File: src/rtl/a3_bus_pkg.sv
// Shared widths and arbiter state encoding for the multi-domain byte bus.
package a3_bus_pkg;

    localparam int BUS_ADDR_W = 17;
    localparam int BUS_DATA_W = 8;

    typedef enum logic [1:0] {
        IDLE  = 2'd0,
        ISSUE = 2'd1,
        WAIT  = 2'd2,
        ACK   = 2'd3
    } arb_state_t;

endpackage

File: src/rtl/rr_arbiter.sv
// Combinational round-robin pick: the first requester at or after ptr (wrapping) wins.
module rr_arbiter
    import a3_bus_pkg::*;
#(
    parameter int N     = 4,
    parameter int IDX_W = $clog2(N)
) (
    input  logic [N-1:0]     req,
    input  logic [IDX_W-1:0] ptr,
    output logic             valid,
    output logic [IDX_W-1:0] idx
);

    localparam int SUM_W = IDX_W + 1;

    logic [SUM_W-1:0] sum;

    always_comb begin
        valid = 1'b0;
        idx   = '0;
        sum   = '0;
        // Walk offsets farthest-first so the requester nearest the pointer is written last.
        for (int i = N - 1; i >= 0; i--) begin
            sum = {1'b0, ptr} + SUM_W'(i);
            if (sum >= SUM_W'(N)) begin
                sum = sum - SUM_W'(N);
            end
            if (req[sum[IDX_W-1:0]]) begin
                valid = 1'b1;
                idx   = sum[IDX_W-1:0];
            end
        end
    end

endmodule

File: src/rtl/domain_bus_arbiter.sv
// Shares one byte bus among NDOMAINS requesters; one registered transfer at a time,
// round-robin grant, read data sampled READ_LAT cycles after the issue cycle.
//
//  state | meaning
//  IDLE  | sample dom_req, capture the winner's command
//  ISSUE | bus_en high for one cycle with the captured command
//  WAIT  | read latency countdown, bus_in sampled at terminal count
//  ACK   | one-cycle dom_ack to the owner, advance the rr pointer
module domain_bus_arbiter
    import a3_bus_pkg::*;
#(
    parameter int NDOMAINS = 4,
    parameter int ADDR_W   = BUS_ADDR_W,
    parameter int DATA_W   = BUS_DATA_W,
    parameter int READ_LAT = 1
) (
    input  logic                          clk,
    input  logic                          reset,
    input  logic [NDOMAINS-1:0]           dom_req,
    input  logic [NDOMAINS-1:0]           dom_we,
    input  logic [NDOMAINS*ADDR_W-1:0]    dom_addr,
    input  logic [NDOMAINS*DATA_W-1:0]    dom_wdata,
    output logic [NDOMAINS-1:0]           dom_ack,
    output logic [DATA_W-1:0]             dom_rdata,
    input  logic [DATA_W-1:0]             bus_in,
    output logic                          bus_en,
    output logic                          bus_we,
    output logic [ADDR_W-1:0]             bus_addr,
    output logic [DATA_W-1:0]             bus_wdata,
    output logic [$clog2(NDOMAINS)-1:0]   bus_owner
);

    localparam int IDX_W = $clog2(NDOMAINS);
    localparam int LAT_W = (READ_LAT > 1) ? $clog2(READ_LAT) : 1;

    arb_state_t state_q, state_d;

    logic [IDX_W-1:0]    ptr_q, ptr_d;
    logic [LAT_W-1:0]    cnt_q, cnt_d;
    logic                we_q, we_d;

    logic                en_d;
    logic                bus_we_d;
    logic [ADDR_W-1:0]   addr_d;
    logic [DATA_W-1:0]   wdata_d;
    logic [IDX_W-1:0]    owner_d;
    logic [NDOMAINS-1:0] ack_d;
    logic [DATA_W-1:0]   rdata_d;

    logic                grant_valid;
    logic [IDX_W-1:0]    grant_idx;

    logic [ADDR_W-1:0]   addr_arr  [NDOMAINS];
    logic [DATA_W-1:0]   wdata_arr [NDOMAINS];

    always_comb begin
        for (int i = 0; i < NDOMAINS; i++) begin
            addr_arr[i]  = dom_addr[i*ADDR_W +: ADDR_W];
            wdata_arr[i] = dom_wdata[i*DATA_W +: DATA_W];
        end
    end

    rr_arbiter #(
        .N     (NDOMAINS),
        .IDX_W (IDX_W)
    ) u_rr (
        .req   (dom_req),
        .ptr   (ptr_q),
        .valid (grant_valid),
        .idx   (grant_idx)
    );

    always_ff @(posedge clk) begin
        if (reset) begin
            state_q   <= IDLE;
            ptr_q     <= '0;
            cnt_q     <= '0;
            we_q      <= 1'b0;
            bus_en    <= 1'b0;
            bus_we    <= 1'b0;
            bus_addr  <= '0;
            bus_wdata <= '0;
            bus_owner <= '0;
            dom_ack   <= '0;
            dom_rdata <= '0;
        end else begin
            state_q   <= state_d;
            ptr_q     <= ptr_d;
            cnt_q     <= cnt_d;
            we_q      <= we_d;
            bus_en    <= en_d;
            bus_we    <= bus_we_d;
            bus_addr  <= addr_d;
            bus_wdata <= wdata_d;
            bus_owner <= owner_d;
            dom_ack   <= ack_d;
            dom_rdata <= rdata_d;
        end
    end

    // Output flops are loaded one state early so each output is valid for the whole state.
    always_comb begin
        state_d  = state_q;
        ptr_d    = ptr_q;
        cnt_d    = cnt_q;
        we_d     = we_q;
        en_d     = 1'b0;
        bus_we_d = 1'b0;
        addr_d   = bus_addr;
        wdata_d  = bus_wdata;
        owner_d  = bus_owner;
        ack_d    = '0;
        rdata_d  = dom_rdata;

        case (state_q)
            IDLE: begin
                if (grant_valid) begin
                    state_d  = ISSUE;
                    owner_d  = grant_idx;
                    we_d     = dom_we[grant_idx];
                    addr_d   = addr_arr[grant_idx];
                    wdata_d  = wdata_arr[grant_idx];
                    en_d     = 1'b1;
                    bus_we_d = dom_we[grant_idx];
                end
            end
            ISSUE: begin
                if (we_q) begin
                    state_d           = ACK;
                    ack_d[bus_owner]  = 1'b1;
                end else begin
                    state_d = WAIT;
                    cnt_d   = LAT_W'(READ_LAT - 1);
                end
            end
            WAIT: begin
                if (cnt_q == '0) begin
                    state_d          = ACK;
                    rdata_d          = bus_in;
                    ack_d[bus_owner] = 1'b1;
                end else begin
                    cnt_d = cnt_q - 1'b1;
                end
            end
            ACK: begin
                state_d = IDLE;
                ptr_d   = (bus_owner == IDX_W'(NDOMAINS - 1)) ? '0 : bus_owner + 1'b1;
            end
            default: begin
                state_d = IDLE;
            end
        endcase
    end

endmodule
File: config.mk
export PLATFORM = sky130hd
export DESIGN_NAME = domain_bus_arbiter
export DESIGN_NICKNAME = d
export VERILOG_FILES = /design/src/rtl/a3_bus_pkg.sv /design/src/rtl/rr_arbiter.sv /design/src/rtl/domain_bus_arbiter.sv
export SDC_FILE = /design/constraint.sdc
export NUM_CORES = 1
export LEC_CHECK = 0
export BUFFER_PORTS_ARGS = -buffer_cell sky130_fd_sc_hd__clkbuf_2
export CAP_MARGIN = 40
export CORE_MARGIN = 2
export CORE_UTILIZATION = 47
export DETAILED_ROUTE_END_ITERATION = 8
export GPL_TIMING_DRIVEN = 0
export HOLD_SLACK_MARGIN = 0.03
export PLACE_DENSITY_LB_ADDON = 0.25
export SLEW_MARGIN = 15
export SYNTH_ARGS = -nofsm -noshare
export SYNTH_HDL_FRONTEND = slang
export SYNTH_SLANG_ARGS = --single-unit
File: constraint.sdc
create_clock -name clk -period 5.45 [get_ports clk]
set_clock_uncertainty 0.15 [all_clocks]
set_input_delay 1.3625 -clock clk [delete_from_list [all_inputs] [get_ports clk]]
set_output_delay 1.3625 -clock clk [all_outputs]
set_load 0.03 [all_outputs]
==> impl_metrics.env <==
export IMPL_status="complete, no violations"
export IMPL_seq_area_um2=921
export IMPL_dieArea_um2=6170
export IMPL_cts_buffer_depth=2
export IMPL_nets=531
export IMPL_p_leak_nw=1.69
export IMPL_hold_violations=0
export IMPL_syn_cell_area_um2=2610
export IMPL_place_gp_congestion=0.778
export IMPL_rows=27
export IMPL_fmax_mhz=368
export IMPL_critPathRequiredTime_ns=5.47
export IMPL_cts_htree_levels=2
export IMPL_fill_cells=457
export IMPL_grt_met1_usage_pct=25.2
export IMPL_firstDrtPassIters=4
export IMPL_fp_dieW_um=78.5
export IMPL_synth_ff_type="dfxtp_1"
export IMPL_num_vias=2380
export IMPL_path_clk_slew_ns=0.08
export IMPL_drc=0
export IMPL_setup_tns_final_ns=0
export IMPL_peakVddDrop_mv=0.245
export IMPL_placed_cells=469
export IMPL_crit_fanout=10
export IMPL_cap_violations=0
export IMPL_ys_seq_elements=46
export IMPL_pwr_share_clk_pct=14.2
export IMPL_drive_above_1_share_pct=50.1
export IMPL_syn_nets=367
export IMPL_whs_path_depth=2
export IMPL_worstSetupPathType="in -> reg"
export IMPL_p_sw_share_pct=42.9
export IMPL_r2r_cells=6
export IMPL_cts_inserted_buffers=5
export IMPL_grt_pass1_wl_um=10300
export IMPL_globalRouteMet2Util_pct=36.6
export IMPL_critPathArrivalTime_ns=2.74
export IMPL_diodes=0
export IMPL_grt_use_total_pct=20.8
export IMPL_avgRoutedWirePerCell_um=13.7
export IMPL_fin_cells=477
export IMPL_cts_tree="yes"
export IMPL_clk_latency_ns=0.29
export IMPL_gr_total_overflow=0
export IMPL_multiInputGateArea_um2=1460
export IMPL_root_buffer="clkbuf_8"
export IMPL_p_switching_mw=0.642
export IMPL_netlist_top_cells_count="64 x mux2i_1, 46 x dfxtp_1, 26 x nand2_1"
export IMPL_setup_viol=0
export IMPL_relSlewSlack_pct=61.2
export IMPL_synth_edf_count=0
export IMPL_synth_distinct_cells=27
export IMPL_io_pins=159
export IMPL_coreArea_um2=5440
export IMPL_seqPwrFrac_pct=33.6
export IMPL_timing_hold_ws_ns=0.318
export IMPL_finalCritPeriodShare_pct=49.9
export IMPL_grt_pass1_vias=2266
export IMPL_top_usage_layer="met2"
export IMPL_synth_area_leader_cell="dfxtp_1"
export IMPL_ys_warn_count=0
export IMPL_io_buffer_count=157
export IMPL_slew_viol_final=0
export IMPL_synthCells=240
export IMPL_cellPowerDensity_nw_per_um2=418
export IMPL_min_period_ns=2.72
export IMPL_avgViaCountPerCell=4.99
export IMPL_cts_hold_buf=0
export IMPL_grt_antenna_before_repair=0
export IMPL_avgSynthCellArea_um2=10.9
export IMPL_hpwl_um=5160
export IMPL_ant_nets=0
export IMPL_synth_area_leaders="dfxtp_1 35%, mux2i_1 25%, o221ai_2 11%"
export IMPL_p_int_mw=0.856
export IMPL_start_util_pct=48.0
export IMPL_hp_class="reg -> reg"
export IMPL_ctsResizeCount=0
export IMPL_met3_usage_pct=3.79
export IMPL_comb_power_share_pct=52.2
export IMPL_fin_total_pwr_mw=1.50
export IMPL_rsz0062_at_grt="no"
export IMPL_cts_sinks=46
export IMPL_die_h_um=78.5
export IMPL_cts_setup_buffers=0
export IMPL_area_growth_pct=37.0
export IMPL_yosysMostFrequentCell="mux2i_1"
export IMPL_ys_seq_area_share_pct=35.3
export IMPL_crit_path_end_kind="flop"
export IMPL_synth_top_area_share_pct=35.3
export IMPL_worst_pin_slew_ns=0.582
export IMPL_grt_max_degree=14
export IMPL_ys_async_sr_fraction_pct=0
export IMPL_drt_total_wl_um=6550
export IMPL_drt_initial_drc_count=32
export IMPL_critPathLaunchType="input pin"
[critical path, stage by stage]
cell	delay [ns]
clkbuf_2	0.12
nand2b_1	0.16
a21o_1	0.16
a21oi_2	0.15
buf_6	0.21
buf_12	0.16
mux2i_1	0.28
o221ai_2	0.12
[stage by stage]
stage / setup slack, ns / cell area (µm²) / util (%)
CTS: 2.70 / 3580 / 65.8
global placement: 2.44 / 3490 / 64.1
global route: 2.64 / 3580 / 65.8
floorplan: 2.75 / 2610 / -
finish: 2.73 / 3580 / 65.8
detailed placement: 2.40 / 3490 / 64.1
[cell type report]
type,instances,share of cell area [%]
sequential,46,25.7
buffer,17,5.59
inverter,8,0.839
clock buffer,7,2.41
timing repair buffer,157,22.0
multi-input combinational,169,40.8
clock inverter,1,0.140
tap,72,2.52
[layer usage]
layer	share of wire (%)	vias to the layer above
met5	0	-
met1	43	1070
met2	49	101
met4	1.3	0
li1	-	1202
met3	6.8	7
[cells in the final DEF (no fill, tap or decap), drive strengths merged]
cell,instances
mux2i,64
nor3b,1
nand4,1
nand2,27
clkbuf,167
o22ai,2
inv,8
o41ai,1
o221ai,26
o21a,1
buf,14
dfxtp,46
clkinv,1
ha,9
nand2b,3
nor2,18
a21oi,9
a211oi,1
and2,4
a21o,1
nor2b,1
[state kept, by name (all words and copies together) (netlist names)]
name,flops
ptr_q,2
state_q,2
bus_en,1
bus_wdata,8
dom_ack,4
bus_owner,2
bus_we,1
we_q,1
bus_addr,17
dom_rdata,8
[cells by family (layout without fill, tap and decap cells)]
logic type,Yosys count,in the layout,synth area share (%)
AOI/OAI and AO/OA,41,41,18.0
adders and majority gates,9,9,4.31
buffers and inverters,25,190,8.82
muxes,64,64,24.5
DFF,46,46,35.3
and+or+nand+nor,55,55,9.10
[power by group through the flow]
stage                     combinational [mW]  sequential [mW]  clock, mW
after floorplan                        0.396            0.682          0
after global placement                 0.773            0.504          0
after detailed placement               0.786            0.508          0
after CTS                              0.793            0.503      0.220
after global routing                   0.844            0.515      0.234
final                                  0.782            0.503      0.212
[path summary, 6_finish.rpt]
path | startpoint | endpoint | slack (ns)
setup reg to reg | state_q[0]$_SDFFE_PP0P_ | dom_ack[0]$_SDFF_PP0_ | 3.41
hold / removal | bus_wdata[3]$_SDFFE_PP0P_ | bus_wdata[3]$_SDFFE_PP0P_ | 0.32
hold reg to reg | bus_wdata[3]$_SDFFE_PP0P_ | bus_wdata[3]$_SDFFE_PP0P_ | 0.32
setup / recovery | dom_req[1] | bus_addr[6]$_SDFFE_PP0P_ | 2.73
No activity file was read; power rests on OpenSTA's default activity.
